===== src/rtl/mul_arbiter_ctrl.sv =====
// Round-robin arbiter and sequencer for a shared combinational multiplier:
// accepts one requester's operands, waits LATENCY cycles, holds the product until consumed.
module mul_arbiter_ctrl #(
    parameter int WIDTH   = 32,
    parameter int LATENCY = 2
) (
    input  logic               clk,
    input  logic               clr,
    input  logic               req0_valid,
    output logic               req0_ready,
    input  logic [WIDTH-1:0]   req0_a,
    input  logic [WIDTH-1:0]   req0_b,
    input  logic               req1_valid,
    output logic               req1_ready,
    input  logic [WIDTH-1:0]   req1_a,
    input  logic [WIDTH-1:0]   req1_b,
    output logic [WIDTH-1:0]   mul_x,
    output logic [WIDTH-1:0]   mul_y,
    input  logic [2*WIDTH-1:0] mul_z,
    output logic               rsp_valid,
    input  logic               rsp_ready,
    output logic               rsp_id,
    output logic [WIDTH-1:0]   rsp_hi,
    output logic [WIDTH-1:0]   rsp_lo,
    output logic               busy,
    output logic [1:0]         dbg_state
);

    generate
        if (LATENCY < 1 || LATENCY > 15) begin : g_bad_latency
            $error("mul_arbiter_ctrl: LATENCY must be in 1..15");
        end
    endgenerate

    typedef enum logic [1:0] {
        IDLE = 2'd0,
        CALC = 2'd1,
        RESP = 2'd2
    } state_t;

    localparam logic [3:0] CNT_INIT = 4'(LATENCY - 1);

    state_t     state;
    state_t     state_nxt;
    logic [3:0] count;
    logic       last_grant;
    logic       grant0;
    logic       grant1;

    // Handshakes: a transfer happens on the rising edge where valid and ready are both high.
    // Ready may depend combinationally on valid; valid must not depend on ready.
    // Operands are sampled only on that edge; the response is held until rsp_valid & rsp_ready.
    always_comb begin
        grant0     = req0_valid & (~req1_valid | last_grant);
        grant1     = req1_valid & (~req0_valid | ~last_grant);
        req0_ready = (state == IDLE) & grant0;
        req1_ready = (state == IDLE) & grant1;
        busy       = (state != IDLE);
        dbg_state  = state;
    end

    always_comb begin
        state_nxt = state;
        case (state)
            IDLE: if (grant0 | grant1) state_nxt = CALC;
            CALC: if (count == 4'd0) state_nxt = RESP;
            RESP: if (rsp_ready) state_nxt = IDLE;
            default: state_nxt = IDLE;
        endcase
    end

    always_ff @(posedge clk or negedge clr) begin
        if (!clr) begin
            state <= IDLE;
        end else begin
            state <= state_nxt;
        end
    end

    always_ff @(posedge clk or negedge clr) begin
        if (!clr) begin
            mul_x      <= '0;
            mul_y      <= '0;
            rsp_valid  <= 1'b0;
            rsp_id     <= 1'b0;
            rsp_hi     <= '0;
            rsp_lo     <= '0;
            count      <= 4'd0;
            last_grant <= 1'b1;
        end else begin
            case (state)
                IDLE: begin
                    if (grant0) begin
                        mul_x      <= req0_a;
                        mul_y      <= req0_b;
                        rsp_id     <= 1'b0;
                        last_grant <= 1'b0;
                        count      <= CNT_INIT;
                    end else if (grant1) begin
                        mul_x      <= req1_a;
                        mul_y      <= req1_b;
                        rsp_id     <= 1'b1;
                        last_grant <= 1'b1;
                        count      <= CNT_INIT;
                    end
                end
                CALC: begin
                    // Operands stay put; the multiplier output is trusted only once count runs out.
                    if (count == 4'd0) begin
                        rsp_hi    <= mul_z[2*WIDTH-1:WIDTH];
                        rsp_lo    <= mul_z[WIDTH-1:0];
                        rsp_valid <= 1'b1;
                    end else begin
                        count <= count - 4'd1;
                    end
                end
                RESP: begin
                    if (rsp_ready) rsp_valid <= 1'b0;
                end
                default: ;
            endcase
        end
    end

endmodule


===== config.mk =====
export PLATFORM = sky130hd
export DESIGN_NAME = mul_arbiter_ctrl
export DESIGN_NICKNAME = d
export VERILOG_FILES = /design/src/rtl/mul_arbiter_ctrl.sv
export SDC_FILE = /design/constraint.sdc
export NUM_CORES = 1
export LEC_CHECK = 0
export CORE_MARGIN = 5
export CORE_UTILIZATION = 42
export DETAILED_ROUTE_END_ITERATION = 10
export GPL_ROUTABILITY_DRIVEN = 0
export GPL_TIMING_DRIVEN = 0
export PLACE_DENSITY = 0.82
export SYNTH_ARGS = -nofsm -noshare
export SYNTH_HDL_FRONTEND = slang
export SYNTH_SLANG_ARGS = --single-unit

===== constraint.sdc =====
create_clock -name clk -period 4.67 [get_ports clk]
set_input_delay 0.7005 -clock clk [delete_from_list [all_inputs] [get_ports clk]]
set_output_delay 0.7005 -clock clk [all_outputs]
set_load 0.02 [all_outputs]

==> impl_metrics.csv, run 1 <==
group,metric,value,unit
hold_path,hold_path_class,"in2async",
worst_setup_path,cp-end-kind,"output pin",
worst_setup_path,required,3.97,ns
timing,setup_viol,0,
global_routing,antenna_found_initial,0,
clock_tree,clock_latency,0.41,ns
route,routed_wl,22.4,mm
finish,final_cell_mix,"clkdlybuf4s50_1, dfrtp_1, a21oi_1",
timing,fmax,292,MHz
finish,drive_gt1_share,9.58,%
worst_setup_path,worst-path-max-fanout,10,
clock_tree,cts_buffers,17,
pwr,power_density,710,nW/um^2
global_routing,grt_pass1_wl,33.3,mm
floorplanning,start_util,43.3,%
clock_tree,ctsHoldBuffers,0,
finish,num-fill-cells,1015,
worst_setup_path,worst-r2r-cell-count,6,
job,maxCapViolations,0,
clock_tree,cts_max_level,4,
route,antenna_left,0,
clock_tree,cts_buffer_depth,2,
clock_tree,clkTransAtPathRegs,0.06,ns
floorplanning,core-area,14000,um^2
clock_tree,ctsRootBufferMaster,"clkbuf_16",
global_routing,grt_max_degree,93,
placed_design,dp_hpwl,16.9,mm
route,vias_per_cell,5.42,
worst_setup_path,critPathKind,"reg2out",
synthesis,netlist_area,6050,um^2
route,routedWlPerCell,20.4,um
timing,worst_pin_slew,0.649,ns
clock_tree,cts_tree,"yes",
clock_tree,ctsResizeCount,0,
placed_design,numPortBuffers,330,
timing,slew_viol_final,0,
worst_setup_path,reg2reg_from,"dbg_state[1]",
worst_setup_path,cp-start-kind,"flip-flop",
clock_tree,cts.sinks,137,
floorplanning,die_y,130,um
timing,maxSlewHeadroom,56.7,%
pwr,peakVddDrop,322,uV
route,vias,5958,
route,first_pass_iters,5,
pwr,p_total,7230,uW
floorplanning,die-area,16900,um^2
clock_tree,cts_setup_buffers,0,
synthesis,syn-num-nets,755,
route,drtIter0Drc,299,
floorplanning,row_count,43,
synthesis,synth_warnings,0,
timing,rsz0062_at_grt,"no",
synthesis,synth_cell_types,30,
timing,fin_setup_tns,0,ns
finish,fin_nets,1105,
synthesis,synth_seq_area_share,56.7,%
finish,layout_commonest_cell,"clkdlybuf4s50_1",
timing,fin_skew,0.00756,ns
finish,diodes,0,
floorplanning,boundaryPins,332,
global_routing,globalRouteTotalUtil,25.7,%
worst_setup_path,rrSetupSlack,2.69,ns
pwr,leakage,0.00404,uW
worst_setup_path,worstPathArrival,2.72,ns
timing,hold_viol,0,
floorplanning,die_w,130,um
timing,period_minus_slack,3.42,ns
worst_setup_path,worstReg2RegEnd,"mul_x[25]",
timing,period_share,73.2,%
global_routing,grt_pass1_vias,6132,
finish,syn_to_final_growth,68.3,%
route,drcViolationCount,0,
synthesis,synth_seq_cells,137,
outcome,status,"finished, final reports clean",
global_routing,grt-ovfl-total,0,
synthesis,syn_inst,556,
synthesis,postSynthAreaPerCell,10.9,um^2
[flip-flops by register name, indices dropped and copies added, names as in the netlist]
signal and count:
mul_x 32, mul_y 32, rsp_hi 32, rsp_lo 32, count 4, dbg_state 2
last_grant 1, rsp_id 1, rsp_valid 1
[kinds of logic after synthesis]
logic type      synth area share (%)
compound gates                  18.4
fa+ha+maj                      0.413
buf+inv                         4.88
flops                           56.7
mux                             12.4
simple gates                    7.23
[per-layer routing]
| metal | vias to the layer above | global-route usage, % | wire (um) |
|---|---|---|---|
| met5 | - | 0 | 0 |
| met4 | 0 | 10.6 | 767 |
| met3 | 52 | 8.51 | 2070 |
| met2 | 301 | 45.2 | 11400 |
| li1 | 2743 | - | - |
| met1 | 2862 | 28.5 | 8200 |
[critical path, cell delays in order, from the launching register on]
cell	delay [ns]
dfrtp_1	0.45
nor2_2	0.37
buf_2	0.33
buf_2	0.28
nand2_1	0.08
a21oi_1	0.13
clkdlybuf4s50_1	0.67
[Yosys cell counts]
library cell	n	share of area [%]
buf_4	4	0.50
nand4b_1	1	0.14
and2b_1	2	0.25
o21bai_1	1	0.12
o21ai_1	12	0.99
a21bo_2	1	0.17
buf_6	4	0.74
nor2b_1	1	0.10
nor2_1	3	0.19
mux2i_1	2	0.33
o21ai_0	55	4.5
ha_1	2	0.41
dfrtp_1	136	56
nor3b_2	1	0.21
nor2_2	1	0.10
buf_2	14	1.2
nand2b_1	3	0.31
a31oi_1	65	6.7
clkbuf_1	32	2.0
mux2_1	38	7.1
buf_1	3	0.19
inv_1	5	0.31
nor3_1	3	0.25
nand3_1	64	5.3
a22o_1	1	0.14
or2_2	2	0.21
nand2_1	3	0.19
a21oi_1	69	5.7
dfstp_2	1	0.43
mux2_2	27	5.0
[how the worst max path moves through the flow]
| stage | cells past startpoint | slack [ns] | start | endpoint |
|---|---|---|---|---|
| 2_1_floorplan | 4 | 2.39 | req0_valid | req0_ready |
| 3_3_place_gp | 1 | -2.76 | clr | mul_x[10] |
| 3_5_place_dp | 5 | 1.33 | req1_valid | req0_ready |
| 4_1_cts | 6 | 1.20 | dbg_state[1] | req1_ready |
| 5_1_grt | 6 | 1.11 | dbg_state[1] | req1_ready |
| 6_report | 6 | 1.25 | dbg_state[1] | req1_ready |
[report_power, final]
part	total (uW)	switching (uW)	internal, uW
clock	1300	514	789
sequential	2150	345	1810
combinational	3780	1980	1800
total	7230	2840	4390
[per-stage QoR]
step | hold slack [ns] | util (%) | instance area (um^2) | worst slack, ns | cells
2_1_floorplan | 0.405 | - | 6050 | 2.39 | 556
3_3_place_gp | 0.473 | 68.5 | 9580 | -2.76 | 1066
3_5_place_dp | 0.480 | 68.7 | 9610 | 1.33 | 1067
4_1_cts | 0.214 | 72.8 | 10200 | 1.20 | 1099
5_1_grt | 0.225 | 72.8 | 10200 | 1.11 | 1099
6_report | 0.214 | 72.8 | 10200 | 1.25 | 1099
[cell type report]
type	instances	area, um^2	area share [%]
Sequential cell	137	3430	33.7
Clock buffer	22	484	4.75
Multi-Input combinational cell	357	2330	22.9
Buffer	57	277	2.71
Inverter	5	18.8	0.184
Tap cell	180	225	2.21
Timing Repair Buffer	331	3330	32.7
Clock inverter	10	92.6	0.909
No activity file was read; power rests on OpenSTA's default activity.
==> run 2, diff against run 1 <==
Settings changed: CORE_UTILIZATION 42 to 39, PLACE_DENSITY 0.82 to 0.77.
Clock period 4.67 ns to 3.3 ns, I/O delays scaled along.
==> run 2 against run 1 <==
  * Count of clock-buffer cells in the layout shrank 3
  * Clock skew rose by 0.0019 ns
  * Sequential share of layout area down 0.091 points
  * Non-clock buffer count did not move
  * Sequential power up 40%
  * Total power rose by 41%
  * Flip-flop and latch count is the same
  * Die area increased by 7.1%
  * Final area is 0.27% higher
==> impl_metrics.csv, run 2 (synthesized netlist as in run 1, its figures left out) <==
group,metric,value,unit
route,vias,5921,
global_routing,grt_max_degree,80,
route,route.met2.wl,11.0,mm
timing,worst_pin_slew,0.565,ns
pwr,p_int,6240,uW
route,first_pass_iters,5,
global_routing,grt_pass1_wl,33.8,mm
placed_design,numPlacedInstances,1075,
worst_setup_path,worstPathArrival,2.59,ns
outcome,status,"finished, final reports clean",
floorplanning,boundaryPins,332,
finish,syn_to_final_growth,68.7,%
clock_tree,cts_buffer_depth,2,
pwr,power_density,1000,nW/um^2
finish,layout_commonest_cell,"clkdlybuf4s50_1",
finish,fin_cells,1108,
pwr,seqPwrFrac,29.5,%
route,wl_met1,8.48,mm
global_routing,globalRouteTotalUtil,24.2,%
clock_tree,cts_buffers,17,
route,antenna_left,0,
worst_setup_path,cp-start-kind,"flip-flop",
route,drtIter0Drc,291,
clock_tree,cts.sinks,137,
timing,fin_setup_tns,0,ns
clock_tree,ctsRootBufferMaster,"clkbuf_16",
timing,period_minus_slack,3.09,ns
timing,fmax,324,MHz
global_routing,grt-ovfl-total,0,
worst_setup_path,cp-end-kind,"output pin",
pwr,power.share.clock,18.5,%
pwr,switching_share,39.0,%
finish,fin_nets,1105,
floorplanning,die-area,18100,um^2
route,routed_wl,22.1,mm
floorplanning,core-area,15200,um^2
clock_tree,ctsHoldBuffers,0,
timing,period_share,93.6,%
floorplanning,die_y,135,um
route,vias_per_cell,5.34,
clock_tree,clock_latency,0.42,ns
floorplanning,start_util,39.8,%
job,maxCapViolations,0,
timing,hold_viol,0,
clock_tree,clkTransAtPathRegs,0.06,ns
route,wl_met3,2.01,mm
worst_setup_path,critPathKind,"reg2out",
timing,rsz0062_at_grt,"no",
finish,post-route-util,67.2,%
worst_setup_path,worst-path-max-fanout,10,
floorplanning,row_count,45,
timing,slew_viol_final,0,
placed_design,numPortBuffers,330,
clock_tree,cts_tree,"yes",
timing,maxSlewHeadroom,62.3,%
global_routing,grt_pass1_vias,6024,
pwr,peakVddDrop,429,uV
timing,setup_viol,0,
timing,fin_skew,0.00947,ns
worst_setup_path,required,2.80,ns
floorplanning,die_w,135,um
route,drcViolationCount,0,
clock_tree,cts_max_level,4,
placed_design,dp_hpwl,16.8,mm
route,routedWlPerCell,20.0,um
pwr,p_comb_share,52.0,%
pwr,leakage,0.00404,uW
finish,final_cell_mix,"clkdlybuf4s50_1, dfrtp_1, a21oi_1",
route,top_layer_used,"met4",
hold_path,hold_path_class,"in2async",
global_routing,antenna_found_initial,1,
pwr,p_sw,3990,uW
finish,drive_gt1_share,9.58,%
-- run 2: stage by stage --
stage	worst slack (ns)	hold WS (ns)	cell area, um^2	total power, uW
floorplan	1.30	0.199	6050	5770
global placement	-3.94	0.472	9590	8320
detailed placement	0.347	0.480	9620	8410
CTS	0.0447	0.0452	10200	10300
global route	0.0819	0.0649	10200	10800
finish	0.212	0.0257	10200	10200
-- run 2: worst paths after layout --
check                                  start          to  slack, ns  cells past startpoint
min in group clk                   rsp_hi[3]   rsp_hi[3]       0.49                      1
max in group asynchronous                clr  last_grant       2.45                      2
worst min-delay path                     clr   rsp_hi[7]       0.03                      1
worst min register to register     rsp_hi[3]   rsp_hi[3]       0.49                      1
worst max register to register  dbg_state[0]   mul_x[27]       1.44                      6
worst max-delay path            dbg_state[0]  req1_ready       0.21                      6
-- run 2: power groups by stage --
stage	combinational, uW	clock (uW)	sequential (uW)
final	5320	1890	3010
after global routing	5700	2000	3130
after CTS	5390	1920	3020
after detailed placement	5370	0	3040
after global placement	5320	0	3000
after floorplan	1740	0	4030
-- run 2: worst max-delay path, stage by stage, from the launching register on --
cell             delay [ns]
dfrtp_1                0.45
nor2_4                 0.27
buf_2                  0.32
buf_2                  0.28
nand2_1                0.08
a21oi_1                0.13
clkdlybuf4s50_1        0.66
-- run 2: final cells by class --
type	instances	area (um^2)
diodes	1	2.50
plain buffers	57	277
clock buffers	19	443
clock inverters	13	144
fillers	1209	4990
inverters	5	18.8
multi-input cells	357	2330
flip-flops and latches	137	3430
well taps	188	235
repair buffers	331	3330
-- run 2: routing by layer --
metal  up-vias  track usage, %
met5         -               0
met4         0            8.82
met3        40            8.46
met2       271            41.6
met1      2849            27.9
li1       2761               -
-- run 2: what timing repair did --
action | 4_1_cts | 5_1_grt
gates resized for setup | 0 | 1
setup endpoints to repair | 0 | 1
setup buffers | 0 | 0
==> run 3, diff against run 2 <==
Settings changed: CELL_PAD_IN_SITES_DETAIL_PLACEMENT set to 2, CELL_PAD_IN_SITES_GLOBAL_PLACEMENT set to 2, CORE_UTILIZATION 39 to 22, CTS_CLUSTER_DIAMETER set to 80, GPL_ROUTABILITY_DRIVEN 0 to not set, PLACE_DENSITY 0.77 to 0.75.
==> run 3 against run 2 <==
  * Worst setup slack improved by 0.13 ns
  * Total power rose by 2.1%
  * Cell count rose by 14%
  * Wire length rose by 22%
  * First-iteration DRC count fell by 41%
  * Via count rose by 2.0%
  * Sequential share of layout area fell by 0.64 points
  * Fmax rose by 4.4%
  * Global-route usage fell by 7.0 points
  * Clock skew rose by 0.0042 ns
  * Register-to-register slack got worse by 0.12 ns
  * Flip-flop and latch count did not move
  * Critical path type is now in2out
  * Largest cell class unchanged
  * Highest routed layer is now met5
==> impl_metrics.csv, run 3 (synthesized netlist as in run 1, its figures left out) <==
group,metric,value,unit
finish,fin_cells,1262,
global_routing,grt_pass1_wl,41.3,mm
timing,fin_skew,0.0137,ns
worst_setup_path,crit_path_frequent_cell,"clkdlybuf4s50_1",
job,maxCapViolations,0,
placed_design,dp_slack,0.316,ns
finish,stdcell_area,10400,um^2
route,routedWlPerCell,21.3,um
finish,fin_nets,1107,
route,antenna_left,0,
global_routing,grt-ovfl-total,0,
pwr,power_density,1000,nW/um^2
worst_setup_path,worst-path-max-fanout,10,
placed_design,dp_hpwl,20.8,mm
floorplanning,die_w,176,um
placed_design,numPlacedInstances,1228,
timing,fin_ws,0.343,ns
timing,maxSlewHeadroom,61.5,%
finish,layout_commonest_cell,"clkdlybuf4s50_1",
worst_setup_path,max_stage_delay,0.69,ns
floorplanning,die-area,30900,um^2
finish,drive_gt1_share,9.77,%
placed_design,place_area,9810,um^2
worst_setup_path,rrSetupSlack,1.32,ns
clock_tree,cts.sinks,137,
route,drcViolationCount,0,
route,wl_met1,10.6,mm
outcome,status,"finished, final reports clean",
timing,period_share,89.6,%
clock_tree,clkTransAtPathRegs,0.07,ns
timing,setup_viol,0,
finish,diodes,0,
clock_tree,cts_buffers,17,
placed_design,gp_congestion,0.803,
route,first_pass_iters,4,
floorplanning,boundaryPins,332,
route,routed_wl,26.9,mm
route,route.met2.wl,13.2,mm
worst_setup_path,required,2.80,ns
timing,slew_viol_final,0,
clock_tree,clock_latency,0.42,ns
pwr,p_total,10400,uW
hold_path,hold_path_class,"in2async",
timing,hold_viol,0,
worst_setup_path,worstPathArrival,2.46,ns
clock_tree,ctsRootBufferMaster,"clkbuf_16",
global_routing,grt_pass1_vias,6858,
route,wl_met3,2.75,mm
route,vias_per_cell,4.79,
worst_setup_path,slowest_stage,"clkdlybuf4s50_1",
placed_design,numPortBuffers,330,
floorplanning,die_y,176,um
global_routing,antenna_found_initial,2,
worst_setup_path,cp-end-kind,"output pin",
timing,fmax,338,MHz
floorplanning,start_util,22.4,%
route,top_layer_used,"met5",
timing,rsz0062_at_grt,"no",
finish,final_cell_mix,"clkdlybuf4s50_1, dfrtp_1, a21oi_1",
global_routing,globalRouteTotalUtil,17.2,%
pwr,peakVddDrop,310,uV
worst_setup_path,worstPathCellList,"clkdlybuf4s50_1, and2b_1, clkbuf_1, nor3_1, clkdlybuf4s50_1",
global_routing,grt_max_degree,87,
worst_setup_path,critPathKind,"in2out",
clock_tree,cts_buffer_depth,2,
route,vias,6041,
floorplanning,core-area,27000,um^2
route,drtIter0Drc,171,
worst_setup_path,cp-start-kind,"input pin",
timing,worst_pin_slew,0.578,ns
timing,whs,0.0192,ns
timing,period_minus_slack,2.96,ns
clock_tree,cts_max_level,4,
finish,syn_to_final_growth,72.0,%
floorplanning,row_count,60,
clock_tree,cts_tree,"yes",
pwr,leakage,0.00405,uW
run 3: layer usage:
| metal | vias to the layer above | track usage [%] |
|---|---|---|
| met5 | - | 0 |
| met2 | 249 | 29.7 |
| met3 | 23 | 7.28 |
| met4 | 4 | 4.03 |
| li1 | 2751 | - |
| met1 | 3014 | 19.8 |
run 3: where the power goes:
part | leakage [uW] | switching (uW) | total, uW | internal [uW]
Combinational | 0.00221 | 2900 | 5470 | 2570
Clock | 0.000271 | 839 | 1920 | 1080
Sequential | 0.00157 | 495 | 3050 | 2560
run 3: metrics by stage:
step | setup TNS [ns] | util (%)
after detailed placement | 0 | 36.3
after global routing | 0 | 38.5
after global placement | -606.25 | 36.2
final | 0 | 38.5
after floorplan | 0 | -
after CTS | 0 | 38.5
run 3: worst paths after layout:
path / startpoint / end / depth (start not counted)
max: req1_valid / req0_ready / 5
min: clr / rsp_lo[27] / 1
max reg2reg: dbg_state[1] / mul_x[29] / 7
min reg2reg: rsp_hi[4] / rsp_hi[4] / 1
max in group asynchronous: clr / last_grant / 2
min in group clk: rsp_hi[4] / rsp_hi[4] / 1
run 3: area by class of cell:
cell class	instances	area, um^2
clock buffer	19	443
buffer	57	279
fill	2933	16600
clock inverter	13	135
sequential	137	3430
multi-input combinational	357	2330
inverter	5	18.8
tap	341	427
timing repair buffer	333	3350
run 3: what timing repair did:
item,in CTS,in global routing
resized for setup,1,1
hold buffers,0,0
setup buffers,0,2
pin swaps,0,1
setup endpoints to repair,1,1
gates cloned,0,0
hold endpoints to repair,0,0
run 3: worst max-delay path: cells and delay by family:
kind                   cells  cell delay, ns
and+or+nand+nor            2            0.50
buffers and inverters      3            1.46
